### src/rtl/wd_pkg.sv
`default_nettype none
// ----------------------------------------------------------------------------
// wd_pkg : shared defaults, FSM encoding and source indices for wd_select_sync
// Rev 1.0
// ----------------------------------------------------------------------------
package wd_pkg;

    localparam int WD_WIDTH_DEF   = 32;
    localparam int WD_N_SRC_DEF   = 8;
    localparam int WD_TIMEOUT_DEF = 64;

    typedef enum logic [0:0] {
        WD_IDLE = 1'b0,
        WD_WAIT = 1'b1
    } wd_state_t;

    // Datapath result sources as wired to the register-file write port
    localparam int SRC_ALU   = 0;
    localparam int SRC_MEM   = 1;
    localparam int SRC_HI    = 2;
    localparam int SRC_LO    = 3;
    localparam int SRC_SHIFT = 4;
    localparam int SRC_PC    = 5;
    localparam int SRC_IMM   = 6;
    localparam int SRC_LT    = 7;

endpackage
`default_nettype wire

### src/rtl/mux_n.sv
`default_nettype none
// ----------------------------------------------------------------------------
// mux_n : N-way combinational mux over a flattened bus, zero when out of range
// Rev 1.0
// ----------------------------------------------------------------------------
module mux_n #(
    parameter int WIDTH = 32,
    parameter int N_SRC = 8,
    parameter int SEL_W = $clog2(N_SRC)
) (
    input  logic [N_SRC*WIDTH-1:0] data_in,
    input  logic [SEL_W-1:0]       sel,
    output logic [WIDTH-1:0]       data_out
);

    always_comb begin
        data_out = '0;
        for (int i = 0; i < N_SRC; i++) begin
            if (sel == SEL_W'(i)) begin
                data_out = data_in[i*WIDTH +: WIDTH];
            end
        end
    end

endmodule
`default_nettype wire

### src/rtl/wd_select_sync.sv
`default_nettype none
// ----------------------------------------------------------------------------
// wd_select_sync : waits for the selected source to be valid, then registers
//                  its data with a one-cycle register-file write strobe
// Rev 1.0
// ----------------------------------------------------------------------------
module wd_select_sync
    import wd_pkg::*;
#(
    parameter int WIDTH   = WD_WIDTH_DEF,
    parameter int N_SRC   = WD_N_SRC_DEF,
    parameter int SEL_W   = $clog2(N_SRC),
    parameter int TIMEOUT = WD_TIMEOUT_DEF
) (
    input  logic                   clk,
    input  logic                   reset,
    input  logic                   req_valid,
    input  logic [SEL_W-1:0]       req_sel,
    output logic                   req_ready,
    input  logic                   flush,
    input  logic [N_SRC*WIDTH-1:0] src_data,
    input  logic [N_SRC-1:0]       src_valid,
    output logic [WIDTH-1:0]       wd_data,
    output logic                   wd_valid,
    output logic                   busy,
    output logic                   err_sel,
    output logic                   err_timeout
);

    localparam int               CNT_W     = $clog2(TIMEOUT + 1);
    localparam logic [CNT_W-1:0] CNT_MAX   = CNT_W'(TIMEOUT);
    localparam logic [SEL_W:0]   SEL_LIMIT = (SEL_W + 1)'(N_SRC);

    wd_state_t        state;
    wd_state_t        state_nxt;
    logic [SEL_W-1:0] sel_q;
    logic [SEL_W-1:0] sel_nxt;
    logic [CNT_W-1:0] cnt;
    logic [CNT_W-1:0] cnt_nxt;
    logic [CNT_W-1:0] cnt_inc;
    logic [WIDTH-1:0] mux_data;
    logic [WIDTH-1:0] data_nxt;
    logic             sel_vld;
    logic             sel_illegal;
    logic             wd_valid_nxt;
    logic             err_sel_nxt;
    logic             err_timeout_nxt;

    mux_n #(
        .WIDTH (WIDTH),
        .N_SRC (N_SRC),
        .SEL_W (SEL_W)
    ) u_data_mux (
        .data_in  (src_data),
        .sel      (sel_q),
        .data_out (mux_data)
    );

    assign sel_vld     = src_valid[sel_q];
    assign sel_illegal = ({1'b0, req_sel} >= SEL_LIMIT);
    assign cnt_inc     = (cnt == CNT_MAX) ? cnt : cnt + CNT_W'(1);
    assign req_ready   = (state == WD_IDLE);
    assign busy        = (state == WD_WAIT);

    always_ff @(posedge clk) begin
        if (!reset) begin
            state       <= WD_IDLE;
            sel_q       <= '0;
            cnt         <= '0;
            wd_data     <= '0;
            wd_valid    <= 1'b0;
            err_sel     <= 1'b0;
            err_timeout <= 1'b0;
        end else begin
            state       <= state_nxt;
            sel_q       <= sel_nxt;
            cnt         <= cnt_nxt;
            wd_data     <= data_nxt;
            wd_valid    <= wd_valid_nxt;
            err_sel     <= err_sel_nxt;
            err_timeout <= err_timeout_nxt;
        end
    end

    // Flush beats capture, and capture beats timeout in the last WAIT cycle
    always_comb begin
        state_nxt       = state;
        sel_nxt         = sel_q;
        cnt_nxt         = cnt;
        data_nxt        = wd_data;
        wd_valid_nxt    = 1'b0;
        err_sel_nxt     = 1'b0;
        err_timeout_nxt = 1'b0;
        case (state)
            WD_IDLE: begin
                if (!flush && req_valid) begin
                    if (sel_illegal) begin
                        err_sel_nxt = 1'b1;
                    end else begin
                        sel_nxt   = req_sel;
                        cnt_nxt   = '0;
                        state_nxt = WD_WAIT;
                    end
                end
            end
            WD_WAIT: begin
                cnt_nxt = cnt_inc;
                if (flush) begin
                    state_nxt = WD_IDLE;
                end else if (sel_vld) begin
                    data_nxt     = mux_data;
                    wd_valid_nxt = 1'b1;
                    state_nxt    = WD_IDLE;
                end else if (cnt_inc == CNT_MAX) begin
                    err_timeout_nxt = 1'b1;
                    state_nxt       = WD_IDLE;
                end
            end
            default: begin
                state_nxt = WD_IDLE;
            end
        endcase
    end

endmodule
`default_nettype wire

### config.mk
export PLATFORM = sky130hd
export DESIGN_NAME = wd_select_sync
export DESIGN_NICKNAME = d
export VERILOG_FILES = /design/src/rtl/wd_pkg.sv /design/src/rtl/mux_n.sv /design/src/rtl/wd_select_sync.sv
export SDC_FILE = /design/constraint.sdc
export NUM_CORES = 1
export LEC_CHECK = 0
export ABC_AREA = 0
export BUFFER_PORTS_ARGS = -buffer_cell sky130_fd_sc_hd__buf_2
export CORE_AREA = 2 2 120 122
export CTS_CLUSTER_SIZE = 24
export DETAILED_ROUTE_END_ITERATION = 6
export DIE_AREA = 0 0 122 124
export PLACE_DENSITY = 0.68
export SLEW_MARGIN = 10
export SYNTH_ARGS = -nofsm -noshare
export SYNTH_HDL_FRONTEND = slang
export SYNTH_SLANG_ARGS = --single-unit
### constraint.sdc
create_clock -name clk -period 2.37 [get_ports clk]
set_input_delay 0.3555 -clock clk [delete_from_list [all_inputs] [get_ports clk]]
set_output_delay 0.3555 -clock clk [all_outputs]
set_load 0.01 [all_outputs]
==> metrics, run 1 <==
Post-synth EDFFs 0; Starting Density about a third; period utilisation layout 82.66%; path type of the worst setup path reg -> reg; Crit Path Max Fanout 7; Tot GR Track Use 20.87%; worst path cell trace inv_1 -> ha_1 -> and4_4 -> or4_1 -> a221oi_2 -> o21ai_0; I/O pin count approximately 300; Placeable Area around 14000 um^2; Area growth syn-to-layout 41.21%; Vias 5448; Clock Path Buffers 2; critical path endpoint category flip-flop; Netlist cell types 48; CP Launch Type flip-flop; Top delay family on crit path simple AND/OR/NAND/NOR gates; # hold bufs at CTS 0; share of cells above drive strength 1 roughly half; Post-CTS Resized 0; Async S/R FF share, synth 0%; worst ir drop on vdd 382.4 uV; CTS tree yes; top cell type's share of synthesized area between 10% and 20%; f_max just over 500 MHz; crit path max-delay cell type or4_1; worst hold path type in -> reg; syn nets ~850; relative slew slack between 60% and 70%; Synth area leaders dfxtp_1, mux2_2, a21oi_1; diode count 0; worst hold slack between 0.3 and 0.4 ns; post-synthesis cell count 572; largest net degree at the start of global routing between 100 and 150; drt wl/cell 16.47 um; mean post-synth cell area 7.910 um^2; setup violators final 0; worst-margin pin slew 0.4822 ns; Yosys reg bits 45; Final Core Density between 40% and 50%; Post-Syn Area 4524 um^2; max incr delay on CP 0.48 ns; Crit path buffers/inverters 1; first-pass GRT wire length around 25 mm; nets 1116; CTS clk-pin slew, worst paths ~0.070 ns; post-route ant nets 0; # DRC 0; clk_lat worst skew slightly below 0.3 ns; Layout Skew between 0.007 and 0.008 ns; GP Congestion 0.8983; setup TNS 0 ns; CTS buffer count 5; warnings from Yosys 0; outcome completed; post-synthesis sequential area ratio 19.91%; # H-tree levels 2; Cell Rows 43; initial antenna violation count 0; setup bufs post-CTS 0; Pre-antenna DRT Iters 5; clk sink count between 40 and 50; drt total wl ~17 mm; dpl hpwl ~13 mm; fin crit period between 1.5 and 2 ns; Die Height 124 um; pwr/cell area between 300 and 400 nW/um^2; Clk Tree Root Cell clkbuf_16; CP Data Arrival Time about 2.1 ns; GR Overflow Total 0; endpoints failing hold 0; die width 122 um; 1st-iter DRT viols ~290; Filler Cell Count 1441; unrepaired setup endpoints after global routing false; WP data required 2.54 ns; P_leak between 2 and 3 nW; Die Footprint around 15000 um^2; Max-Cap Viols 0; cell accounting for the most synthesized area dfxtp_1; Post-synth top flop dfxtp_1; Slew Limit Fails 0; I/O Buffers slightly above 300; vias in the first global route 5209; Avg Vias per Cell 5.320
routing by layer:
layer	up-vias	track usage [%]	part of all wire (%)
li1	2701	-	-
met1	2484	24.56	40
met2	245	38.55	51
met3	18	3.342	7.4
met4	0	6.753	2.0
met5	-	0	0
kinds of logic (layout without fill, tap and decap cells):
group,after synthesis,after routing,synth area share (%)
simple gates,159,159,17.53
compound gates,222,222,33.79
flops,45,45,19.91
fa+ha+maj,2,2,0.5530
buf+inv,67,339,7.577
xor+xnor,2,2,0.3872
mux,74,74,20.16
other cells,1,1,0.08289
final cells by class:
class	count	area [um^2]	share of cell area, %
inverter	5	18.77	0.2938
clock inverter	3	46.29	0.7246
sequential	45	909.6	14.24
multi-input combinational	460	3294	51.57
timing repair buffer	326	1769	27.69
clock buffer	5	125.1	1.958
tap	180	225.2	3.525
per-stage QoR:
stage | setup slack (ns) | std cells | area, um^2 | total power (W)
final | 0.4108 | 1024 | 6389 | 0.002424
after global routing | 0.3112 | 1024 | 6389 | 0.002582
after CTS | 0.4097 | 1024 | 6389 | 0.002461
after detailed placement | 0.4230 | 1016 | 6217 | 0.001637
after global placement | 0.4828 | 1016 | 6217 | 0.001631
after floorplan | 0.5688 | 572 | 4524 | 0.001287
worst paths after layout:
| kind | from | to | slack [ns] | cells past startpoint |
|---|---|---|---|---|
| worst max-delay path | cnt[1] | busy | 0.41 | 6 |
| worst min-delay path | req_sel[2] | sel_q[2] | 0.30 | 3 |
| worst max register to register | cnt[1] | busy | 0.41 | 6 |
| worst min register to register | wd_data[12] | wd_data[12] | 0.45 | 2 |
cell usage in the layout, fill, tap and decap left out, types with 2 or more instances in the layout:
cell type	n
a211o_1	28
a21oi_1	87
a22oi_1	30
a41oi_1	2
buf_12	7
buf_2	306
buf_4	13
clkbuf_16	5
clkinv_1	2
dfxtp_1	42
dfxtp_4	2
ha_1	2
inv_1	2
mux2_2	56
mux2i_1	9
mux4_2	8
nand2_1	36
nand2b_1	57
nand3_1	9
nand4_1	2
nor2_1	44
o21ai_0	5
o22ai_1	28
o31ai_1	5
o32a_1	28
xnor2_1	2
registers in the layout, indices dropped and copies added (netlist names):
signal,cells
busy,1
wd_data,32
sel_q,3
wd_valid,1
cnt,7
err_timeout,1
worst min-delay path, cell delays in order:
cell and delay (ns):
buf_2 0.08, mux2i_1 0.06, nor2_1 0.07
where the power goes:
group          total (W)  internal, W  switching (W)
clock network   0.000806     0.000499       0.000307
registers       0.000786     0.000770      0.0000163
logic           0.000831     0.000449       0.000382
synth_stat cells (2+ instances only):
cell type and instances:
a21oi_1 87, nand2b_1 57, mux2_2 56, dfxtp_1 45
nor2_1 44, buf_2 36, nand2_1 36, a22oi_1 30
a211o_1 28, o22ai_1 28, o32a_1 28, clkbuf_1 13
mux2i_1 9, nand3_1 9, mux4_2 8, buf_4 6
o21ai_0 5, o31ai_1 5, buf_1 3, buf_6 3
inv_1 3, a41oi_1 2, clkinv_1 2, ha_1 2
nand4_1 2, nor2b_1 2, xnor2_1 2
No activity file was read; power rests on OpenSTA's default activity.
==> inputs of run 2 (changes only) <==
==> constraint.sdc (replaced) <==
create_clock -name clk -period 2 [get_ports clk]
set_input_delay 0.3 -clock clk [delete_from_list [all_inputs] [get_ports clk]]
set_output_delay 0.3 -clock clk [all_outputs]
set_load 0.01 [all_outputs]
==> run 2 against run 1 <==
Cell area is 0.90% higher. Clock power grew 6.3%. Critical path type unchanged. Wire length decreased by 1.2%. Worst setup slack lost 0.27 ns. Cell count up 0.68%. First-iteration DRC count shrank 2.7%. Non-clock buffer count grew 7. Register-to-register slack lost 0.27 ns.
==> metrics, run 2 (same netlist as run 1, synthesis figures left out) <==
setup bufs post-CTS 0 (unchanged); WP data required 2.22 ns (-0.32 ns); grt peak-use layer met2; P_leak 2.768 nW (+1.5%); Clock Power Share 30.7% (-2.6 points); Starting Density 32.98% (unchanged); diode count 0 (unchanged); largest registers wd_data: 32 flops, cnt: 7 flops, sel_q: 3 flops; GR Layer Usage met2 36.87% (-1.7 points); share of cells above drive strength 1 48.77% (+0.42 points); worst path cell trace inv_1 -> ha_1 -> and4_4 -> or4_1 -> a221oi_2 -> nor2b_1; met1 Use GR 24.19% (-0.38 points); # DRC 0 (unchanged); Die Footprint 15130 um^2 (unchanged); Pint 0.001930 W (+12%); CP Launch Type flip-flop; first-pass GRT wire length 24.14 mm (-3.9%); outcome completed; Vias 5433 (-0.28%); Comb power frac 35.9% (+1.6 points); Post-Place Setup Slack 0.1500 ns (-0.2730 ns); drt wl/cell 16.16 um (-1.9%); drt total wl 16.66 mm (-1.2%); # H-tree levels 2 (unchanged); Area growth syn-to-layout 42.48%; clk_lat worst skew 0.30 ns (about the same); I/O Buffers 306 (unchanged); I/O pin count 308 (unchanged); worst hold path type in -> reg; CTS tree yes; f_max 537.1 MHz (+5.2%); max incr delay on CP 0.48 ns (about the same); Reg with most FFs wd_data; Avg Vias per Cell 5.270 (-0.95%); final worst slack 0.1380 ns (-0.2729 ns); Filler Cell Count 1423 (-1.2%); sequential share of power 33.3% (+0.9 points); leading cell type in the layout, fill and taps excluded buf_2; # hold bufs at CTS 0 (unchanged); Switching Fraction 30.80% (+1.7 points); Slew Limit Fails 0 (unchanged); Pre-antenna DRT Iters 4 (-1); critical path endpoint category flip-flop; min-delay src req_sel[1]; GR Overflow Total 0 (unchanged); fraction of met3 tracks used by global routing 3.892% (+0.55 points); dpl hpwl 12.82 mm (-1.6%); setup violators final 0 (unchanged); unrepaired setup endpoints after global routing false; max reg flops 32 (unchanged); Die Height 124 um (unchanged); setup TNS 0 ns (unchanged); Clk Tree Root Cell clkbuf_16; CTS buffer count 5 (unchanged); vias in the first global route 4904 (-5.9%); pwr/cell area 432.6 nW/um^2 (+14%); Cell Rows 43 (unchanged); CP Launch Point cnt[0]; Crit path buffers/inverters 1 (unchanged); largest net degree at the start of global routing 87 (-16%); 1st-iter DRT viols 283 (-2.7%); Tot GR Track Use 20.20% (-0.67 points); clk sink count 45 (unchanged); Clock Path Buffers 2 (unchanged); endpoints failing hold 0 (unchanged); initial antenna violation count 0 (unchanged); Top delay family on crit path simple AND/OR/NAND/NOR gates; CTS clk-pin slew, worst paths 0.08 ns (about the same); reg2reg start cnt[0]; Max-Cap Viols 0 (unchanged); nets 1123 (+0.63%); Crit Path Max Fanout 5 (-2); crit path max-delay cell type or4_1; path type of the worst setup path reg -> reg; period utilisation layout 93.10% (+10 points); post-route ant nets 0 (unchanged); die width 122 um (unchanged); Net Switching 0.0008587 W (+22%); Placeable Area 13720 um^2 (unchanged); worst ir drop on vdd 323.7 uV (-15%); most frequent cells in the layout buf_2, a21oi_1, nand2b_1; CP Data Arrival Time 2.09 ns (-0.04 ns); fin crit period 1.862 ns (-0.09715 ns); Post-CTS Resized 0 (unchanged); Layout Skew 0.01287 ns (+0.004931 ns); GP Congestion 0.8926 (-0.63%)
[run 2: changes by cell type in the layout (fill, tap and decap cells not counted)]
cell / delta
buf_12: +2
buf_4: +5
bufinv_16: -1
clkinv_4: +1
clkinvlp_4: -1
inv_6: +1
[run 2: metrics by stage]
step           hold slack [ns]  cells  instance area [um^2]  total power (W)  util [%]
2_1_floorplan           0.4086    572                  4524         0.001525         -
3_3_place_gp            0.4391   1023                  6295         0.001953     45.88
3_5_place_dp            0.4434   1023                  6295         0.001956     45.88
4_1_cts                 0.2250   1031                  6446         0.002844     46.99
5_1_grt                 0.2540   1031                  6446         0.002966     46.99
6_report                0.2363   1031                  6446         0.002788     46.99
[run 2: worst min-delay path, cell delays in order]
cell and delay, ns:
buf_2 0.07, mux2i_1 0.05, nor2_1 0.07
[run 2: power by group through the flow]
stage                     registers (W)  clock network (W)  logic [W]
after floorplan                0.000951                  0   0.000574
after global placement         0.000950                  0    0.00100
after detailed placement       0.000950                  0    0.00101
after CTS                      0.000930           0.000905    0.00101
after global routing           0.000931           0.000937    0.00110
final                          0.000929           0.000857    0.00100
[run 2: area by class of cell]
class                   count  area [um^2]  area share [%]
clock buffers               5        125.1           1.941
clock inverters             3        26.28          0.4076
inverters                   5        18.77          0.2911
multi-input cells         460         3294           51.11
flip-flops and latches     45        909.6           14.11
well taps                 180        225.2           3.494
repair buffers            333         1847           28.65
[run 2: path summary, 6_finish.rpt]
kind	slack, ns	end	cells past startpoint
worst max-delay path	0.14	err_timeout	6
worst min-delay path	0.24	sel_q[1]	3
worst max register to register	0.14	err_timeout	6
worst min register to register	0.45	wd_data[6]	2
[run 2: per-layer routing]
metal / up-vias / share of wire (%)
met5: - / 0
met4: 0 / 1.8
met3: 19 / 7.8
met2: 232 / 50
met1: 2468 / 40
li1: 2714 / -
==> inputs of run 3 (changes only) <==
--- a/config.mk
+++ b/config.mk
@@ -5,13 +5,14 @@
 export SDC_FILE = /design/constraint.sdc
 export NUM_CORES = 1
 export LEC_CHECK = 0
-export ABC_AREA = 0
 export BUFFER_PORTS_ARGS = -buffer_cell sky130_fd_sc_hd__buf_2
-export CORE_AREA = 2 2 120 122
+export CELL_PAD_IN_SITES_DETAIL_PLACEMENT = 0
+export CELL_PAD_IN_SITES_GLOBAL_PLACEMENT = 2
+export CORE_MARGIN = 1
+export CORE_UTILIZATION = 22
 export CTS_CLUSTER_SIZE = 24
 export DETAILED_ROUTE_END_ITERATION = 6
-export DIE_AREA = 0 0 122 124
-export PLACE_DENSITY = 0.68
+export PLACE_DENSITY = 0.85
 export SLEW_MARGIN = 10
 export SYNTH_ARGS = -nofsm -noshare
 export SYNTH_HDL_FRONTEND = slang
==> run 3 against run 2 <==
Via count decreased by 0.61%. Clock-buffer cell count increased by 1. Register-to-register slack about the same. Worst hold slack got worse by 0.0037 ns. Cell count increased by 8.2%. Critical path depth unchanged. Sequential power about the same. Global-route usage decreased by 3.6 points. Critical path type unchanged. Critical endpoint is now busy. Largest cell class unchanged.
==> metrics, run 3 (same netlist as run 1, synthesis figures left out) <==
share of cells above drive strength 1 48.58% (-0.18 points); most frequent cells in the layout buf_2, a21oi_1, nand2b_1; dpl hpwl 13.83 mm (+7.9%); Starting Density 22.43% (-11 points); # H-tree levels 2 (unchanged); pwr/cell area 438.6 nW/um^2 (+1.4%); setup violators final 0 (unchanged); Avg Vias per Cell 4.839 (-8.2%); Crit Path Max Fanout 5 (unchanged); Pre-antenna DRT Iters 5 (+1); GP Congestion 0.8051 (-9.8%); worst ir drop on vdd 295.5 uV (-8.7%); R2R Setup Slk 0.13 ns (about the same); first-pass GRT wire length 28.24 mm (+17%); Clock Path Buffers 2 (unchanged); f_max 533.6 MHz (-0.64%); Net Switching 0.0008752 W (+1.9%); Switching Fraction 30.55% (-0.25 points); Max-Cap Viols 0 (unchanged); Filler Cell Count 2234 (+57%); Vias 5400 (-0.61%); clk sink count 45 (unchanged); Pint 0.001990 W (+3.1%); met1 Use GR 20.58% (-3.6 points); largest net degree at the start of global routing 77 (-11%); setup TNS 0 ns (unchanged); period utilisation layout 93.70% (+0.60 points); post-route ant nets 0 (unchanged); CTS buffer count 5 (unchanged); largest registers wd_data: 32 flops, cnt: 7 flops, sel_q: 3 flops; grt peak-use layer met2; Placeable Area 20170 um^2 (+47%); min-delay src req_sel[1]; Layout Skew 0.01103 ns (-0.001842 ns); # DRC 0 (unchanged); reg2reg start cnt[0]; critical path endpoint category flip-flop; Clk Tree Root Cell clkbuf_16; Reg with most FFs wd_data; diode count 0 (unchanged); I/O pin count 308 (unchanged); CP Launch Point cnt[0]; DP Area 6365 um^2 (+1.1%); clk_lat worst skew 0.30 ns (about the same); Tot GR Track Use 16.61% (-3.6 points); path type of the worst setup path reg -> reg; # hold bufs at CTS 0 (unchanged); leading cell type in the layout, fill and taps excluded buf_2; worst hold path type in -> reg; CP Data Arrival Time 2.06 ns (-0.03 ns); 1st-iter DRT viols 247 (-13%); sequential share of power 32.4% (-0.9 points); Die Height 145.4 um (+17%); unrepaired setup endpoints after global routing false; CP Launch Type flip-flop; CTS clk-pin slew, worst paths 0.07 ns (about the same); Area growth syn-to-layout 44.39%; max reg flops 32 (unchanged); Cell Rows 52 (+21%); Tot Pwr 0.002865 W (+2.7%); fraction of met3 tracks used by global routing 3.542% (-0.35 points); endpoints failing hold 0 (unchanged); drt total wl 17.77 mm (+6.6%); nets 1118 (-0.45%); drt wl/cell 15.92 um (-1.5%); WP data required 2.18 ns (-0.04 ns); CTS tree yes; GR Layer Usage met2 29.52% (-7.4 points); P_leak 2.743 nW (-0.89%); Die Footprint 21140 um^2 (+40%); Slew Limit Fails 0 (unchanged); fin crit period 1.874 ns (+0.01195 ns); Comb power frac 34.8% (-1.1 points); outcome completed; post-route design area 6533 um^2 (+1.3%); vias in the first global route 5371 (+9.5%); GR Overflow Total 0 (unchanged); die width 145.4 um (+19%); I/O Buffers 306 (unchanged); Clock Power Share 32.8% (+2.1 points); initial antenna violation count 0 (unchanged)
-- run 3: cell count changes in the layout (fill, tap and decap cells not counted), sizes merged --
cell,change
clkbuf,+1
buf,-5
clkinv,-1
inv,-1
clkinvlp,+1
-- run 3: final timing paths --
check	to	cells past startpoint
min	sel_q[1]	3
min reg2reg	wd_data[8]	2
max reg2reg	busy	6
max	busy	6
-- run 3: power groups by stage --
stage / logic (W) / clock network (W) / registers, W
finish: 0.000998 / 0.000939 / 0.000929
global route: 0.00111 / 0.00103 / 0.000931
CTS: 0.00101 / 0.000989 / 0.000928
detailed placement: 0.00101 / 0 / 0.000949
global placement: 0.00101 / 0 / 0.000949
floorplan: 0.000574 / 0 / 0.000951
-- run 3: what timing repair did --
action                                 in CTS  in global routing
setup endpoints to repair                   0                  2
buffers inserted                            0                  0
endpoints found under the hold margin       0                  0
gates resized for setup                     0                  1
-- run 3: layer usage --
metal  share of wire, %  wire length, um
met5                  0                0
met4               0.95              168
met3                7.1             1259
met2                 49             8741
met1                 43             7596
-- run 3: critical path, stage by stage, from the launching register on --
cell and delay (ns):
dfxtp_2 0.37, inv_1 0.09, ha_1 0.24, and4_4 0.19
or4_1 0.49, a221oi_2 0.28, o21ai_0 0.11
-- run 3: stage by stage --
step | worst slack (ns) | instances | hold WS, ns | util (%)
floorplan | 0.1988 | 572 | 0.4086 | -
global placement | 0.1091 | 1108 | 0.4397 | 31.56
detailed placement | 0.08419 | 1108 | 0.4448 | 31.56
CTS | 0.05476 | 1116 | 0.2250 | 32.38
global route | 0.01976 | 1116 | 0.2352 | 32.39
finish | 0.1260 | 1116 | 0.2326 | 32.39
-- run 3: layout make-up --
type | instances | area [um^2] | area share [%]
multi-input cells | 460 | 3299 | 50.51
repair buffers | 328 | 1797 | 27.50
flip-flops and latches | 45 | 913.4 | 13.98
well taps | 270 | 337.8 | 5.171
clock buffers | 6 | 150.1 | 2.298
inverters | 5 | 18.77 | 0.2873
clock inverters | 2 | 16.27 | 0.2490
